### src/rtl/opcode_pipeline_n.sv
// Parametrised opcode shift pipeline with per-stage valid, stall, flush,
// flag capture on the stage 0->1 transfer and a retired-instruction counter.
module opcode_pipeline_n #(
    parameter int                 DATA_W = 8,
    parameter int                 DEPTH  = 3,
    parameter int                 FLAG_W = 7,
    parameter logic [DATA_W-1:0]  NOP    = '0,
    parameter int                 CNT_W  = 16
) (
    input  logic                    ClockIn,
    input  logic                    ResetIn,
    input  logic [DATA_W-1:0]       MEMDATA,
    input  logic                    MemValid,
    input  logic                    Stall,
    input  logic                    Flush,
    input  logic [FLAG_W-1:0]       Flags,
    output logic [DEPTH*DATA_W-1:0] StageOp,
    output logic [DEPTH-1:0]        StageValid,
    output logic [DATA_W-1:0]       PipeOut,
    output logic [FLAG_W-1:0]       FlagsOut,
    output logic [CNT_W-1:0]        Retired,
    output logic                    FetchReady
);

    logic [DATA_W-1:0] op_q  [DEPTH];
    logic [DEPTH-1:0]  vld_q;
    // flg_q[k-1] travels with stage k; stage 0 has no flags yet
    logic [FLAG_W-1:0] flg_q [DEPTH-1];
    logic [CNT_W-1:0]  cnt_q;
    logic              retire;

    assign retire = vld_q[DEPTH-1] & (~Stall | Flush);

    always_ff @(posedge ClockIn) begin
        if (ResetIn || Flush) begin
            for (int k = 0; k < DEPTH; k++) begin
                op_q[k]  <= NOP;
                vld_q[k] <= 1'b0;
            end
            for (int k = 0; k < DEPTH-1; k++) begin
                flg_q[k] <= '0;
            end
        end else if (!Stall) begin
            op_q[0]  <= MemValid ? MEMDATA : NOP;
            vld_q[0] <= MemValid;
            for (int k = 1; k < DEPTH; k++) begin
                op_q[k]  <= op_q[k-1];
                vld_q[k] <= vld_q[k-1];
            end
            flg_q[0] <= Flags;
            for (int k = 1; k < DEPTH-1; k++) begin
                flg_q[k] <= flg_q[k-1];
            end
        end
    end

    always_ff @(posedge ClockIn) begin
        if (ResetIn) begin
            cnt_q <= '0;
        end else if (retire) begin
            cnt_q <= cnt_q + CNT_W'(1);
        end
    end

    for (genvar k = 0; k < DEPTH; k++) begin : g_out
        assign StageOp[k*DATA_W +: DATA_W] = op_q[k];
    end

    assign StageValid = vld_q;
    assign PipeOut    = op_q[DEPTH-1];
    assign FlagsOut   = flg_q[DEPTH-2];
    assign Retired    = cnt_q;
    assign FetchReady = ~Stall;

endmodule

### config.mk
export PLATFORM = sky130hd
export DESIGN_NAME = opcode_pipeline_n
export DESIGN_NICKNAME = d
export VERILOG_FILES = /design/src/rtl/opcode_pipeline_n.sv
export SDC_FILE = /design/constraint.sdc
export NUM_CORES = 1
export LEC_CHECK = 0
export ABC_AREA = 1
export ABC_CLOCK_PERIOD_IN_PS = 2000
export BUFFER_PORTS_ARGS = -buffer_cell sky130_fd_sc_hd__buf_2
export CAP_MARGIN = 20
export CORE_MARGIN = 8
export CORE_UTILIZATION = 45
export DETAILED_ROUTE_END_ITERATION = 7
export GPL_ROUTABILITY_DRIVEN = 0
export GPL_TIMING_DRIVEN = 0
export PLACE_DENSITY = 0.87
export SETUP_SLACK_MARGIN = 0.5
export SLEW_MARGIN = 20
export SYNTH_ARGS = -nofsm -noshare
export SYNTH_HDL_FRONTEND = slang
export SYNTH_SLANG_ARGS = --single-unit
### constraint.sdc
create_clock -name ClockIn -period 2 [get_ports ClockIn]
set_clock_uncertainty 0.15 [all_clocks]
set_input_delay 0.4 -clock ClockIn [delete_from_list [all_inputs] [get_ports ClockIn]]
set_output_delay 0.4 -clock ClockIn [all_outputs]
set_load 0.1 [all_outputs]
# Word level (Yosys, flattened, before mapping)
# Memory sizes are Yosys's and may differ from the RTL's.
# Index checks and enable logic that the tools add are counted.
# totals
mem_count	2
regBits	19
ram_bits	38
inputBits	20
# mem_list
name	depth	width	read_ports	rd_ports_with_merged_regs	write_ports	line	source
op_q	3	8	3	0	3	25	logic [DATA_W-1:0] op_q [DEPTH];
flg_q	2	7	2	0	2	28	logic [FLAG_W-1:0] flg_q [DEPTH-1];
# op_classes
bitwise	8
add_sub_neg	1
mux	11
n_reduce_logical	1
# ops
op	n
8-bit 2-to-1 mux	4
16-bit by 1-bit adder with 16-bit output, second input constant	1
7-bit 2-to-1 mux	2
1-bit OR	6
1-bit 2-to-1 mux	5
1-bit bitwise AND	1
1-bit logical OR	1
1-bit inverter	1

# Longest topological paths before layout
# logic_depth
depth_word	4
mapped_depth	9
ltp_nobuf	9

# Least setup slack after synthesis
# Ideal clock, no wire load.
# synth_timing
path_kind	reg2reg
from	reg cnt_q[1], in the netlist Retired[1]
to	reg cnt_q[14], in the netlist Retired[14]
n_path_buf	0
synth_period_minus_slack_ps	2270
setup_time_ps	112
path_stages_with_launch	9
t_arrival_ps	2008
setup_slack_ps	-270
path_cell_list	dfxtp_1 -> ha_1 -> nand3_1 -> nor2_4 -> nand2_2 -> nor2_2 -> nand2_1 -> nor2_1 -> nor2_1
# synth_between
elab_chain_len	1
# synth_rtl
item	line	source
start: declaration	29	logic [CNT_W-1:0] cnt_q;
start signal: assignment	61	cnt_q <= cnt_q + CNT_W'(1);
16-bit by 1-bit adder with 16-bit output	61	
# No other way between the ends.
# A chain may end at the register's enable or synchronous reset.

==> results.yml <==
power_and_ir_drop:
  power_density_nw_per_um2: 687
  peakVddDrop_mv: 0.436
  fin_total_pwr_mw: 2.86
  p_leak_nw: 1.82
finish:
  final_common_cell: "inv_1"
  final_area_um2: 4160
  fin_nets: 392
  drive_above_1_share_pct: 44.0
  multi_input_area_um2: 736
  final_cells: 447
  fillers: 300
  area_growth_pct: 65.9
  regArea_um2: 1580
  n_antenna_cell: 0
  final_cell_mix: "inv_1 (59), nor2_1 (54), edfxtp_1 (38), buf_6 (32), buf_12 (28)"
logic_synthesis:
  netlist_instances: 272
  synth_seq_cells: 57
  synth_top_cell_by_area: "edfxtp_1"
  ys_types: 24
  syn-cell-area_um2: 2510
  synth_top_area_share_pct: 45.5
  syn_avg_cell_area_um2: 9.21
  yosys-top-cells-area: "edfxtp_1 (46%), dfxtp_1 (15%), inv_1 (9.3%)"
  syn_nets: 293
  yosysSeqAreaShare_pct: 60.7
  yosys_warnings: 0
sta:
  fin_crit_ns: 1.66
  layout_setup_ws_ns: 0.335
  slew_headroom_pct: 65.7
  setup_violations: 0
  finalCritPeriodShare_pct: 83.2
  drv_slew: 0
  finalSetupTns_ns: 0
  clock.fmax_mhz: 601
  worst_pin_slew_ns: 0.514
  rsz0062_at_grt: "true"
  hold_viol_final: 0
floorplan:
  die_w_um: 90.6
  pin_count: 79
  rows: 27
  start_util_pct: 46.1
  coreArea_um2: 5440
  die-height_um: 90.6
  die_area_um2: 8210
setup_path:
  crit_path_max_incr_delay_ns: 0.46
  reg2reg_depth: 7
  worst_ep_arrival_time_ns: 1.11
  cp-start-kind: "flip-flop"
  crit_chain: "buf_12 > buf_12"
  cpMaxStageDelayCell: "edfxtp_1"
  cp-startpoint: "op_q[0][20]"
  r2r_start: "Retired[5]"
  end_kind: "output pin"
  r2r_setup_slack_ns: 0.47
  cp_max_fo: 2
  crit_top_cell: "buf_12"
  critPathRequiredTime_ns: 1.45
  r2r-end: "Retired[15]"
  path_class: "reg -> out"
  crit_end: "StageOp[20]"
cts:
  clk_latency_ns: 0.33
  cts_tree: "yes"
  htreeDepth: 3
  clk_pin_slew_ns: 0.07
  clk_path_buf_depth: 2
  cts_hold_buf: 0
  root_buffer: "clkbuf_8"
  cts_sinks: 57
  cts_made_buffers: 9
placed_design:
  postPlaceCellArea_um2: 3220
  dpl.hpwl_um: 4240
  post-place-ws_ns: 0.268
  io_buffers: 78
  place_inst: 422
min_path:
  min-delay-start: "ResetIn"
  hold_path_class: "in -> reg"
drt:
  drt-total-wl_um: 7770
  drtIter0Drc: 141
  viasPerCell: 4.83
  dr.pass1.iters: 5
  detail-route-antenna-nets: 0
  drc_errors: 0
  routedWlPerCell_um: 17.4
  vias: 2159
status:
  status: "finished, final reports clean"
global_route:
  grt_pass1_vias: 2275
  grt_pass1_wl_um: 11400
  grt_usage_pct: 17.7
  antenna_found_initial: 0
  grt_overflow: 0
  grt_max_degree: 42
flow_run:
  maxCapViolations: 0
[routing by layer]
layer / wire, µm / vias up / global-route usage [%]
met5: 0 / - / 0
met4: 145 / 0 / 11.8
met3: 614 / 16 / 6.65
met2: 4210 / 114 / 31.2
met1: 2800 / 999 / 16.7
li1: - / 1030 / -
[worst min-delay path by stage]
stage | endpoint | slack [ns] | cells past startpoint
detailed placement | Retired[9] | 0.32 | 2
global route | Retired[8] | 0.16 | 2
global placement | Retired[9] | 0.32 | 2
floorplan | Retired[8] | 0.31 | 1
CTS | Retired[8] | 0.17 | 2
finish | Retired[8] | 0.18 | 2
[sequential cells by signal (all words and copies together), names as in the netlist]
signal	flops
StageValid	3
Retired	16
op_q	24
flg_q	14
[stage by stage]
step | utilization (%) | hold slack, ns
finish | 76.4 | 0.183
global route | 76.4 | 0.160
CTS | 72.5 | 0.170
detailed placement | 59.3 | 0.324
global placement | 59.3 | 0.315
floorplan | - | 0.310
[cells in the mapped netlist]
master	n
inv_1	62
nand3_1	11
nor2_4	1
o21a_1	2
nand4_1	3
nor3_4	1
edfxtp_1	38
nand3_2	1
buf_2	4
ha_1	1
dfxtp_1	19
nand2_4	1
buf_4	15
a21oi_1	7
nor3_1	4
nor2_1	60
nor2_2	1
o21ai_0	5
a21oi_2	1
nor3b_2	1
o22ai_1	2
nand2_1	30
o21ai_1	1
nand2_2	1
[cell type report]
class	count	area share, %
Clock inverter	4	1.08
Clock buffer	11	3.16
Sequential cell	57	37.9
Multi-Input combinational cell	134	17.7
Inverter	62	5.69
Buffer	19	6.68
Tap cell	72	2.17
Timing Repair Buffer	88	25.6
[timing repair]
item                                    CTS  global route
endpoints found under the setup margin   60            58
hold endpoints to repair                  0             0
setup buffers                             2             8
cloned                                    0             0
gates resized for setup                 155            38
pin swaps                                 1             3
[logic make-up after synthesis]
group	Yosys count	share of synthesized area (%)
flip-flops	57	60.7
AO/OA/AOI/OAI	18	4.04
buffers and inverters	81	14.6
AND/OR/NAND/NOR	115	20.2
adder cells (fa/ha/maj)	1	0.499
[critical path: cells and delay by family (launching register included)]
kind	cells	cell delay [ns]
DFF	1	0.46
buffers and inverters	2	0.32
[where the power goes]
part	internal [mW]	leakage, nW	switching [mW]
logic	0.177	1.12	0.371
registers	1.28	0.607	0.0300
clock network	0.562	0.0929	0.440
Note: power is estimated with default switching activity, not from simulation.
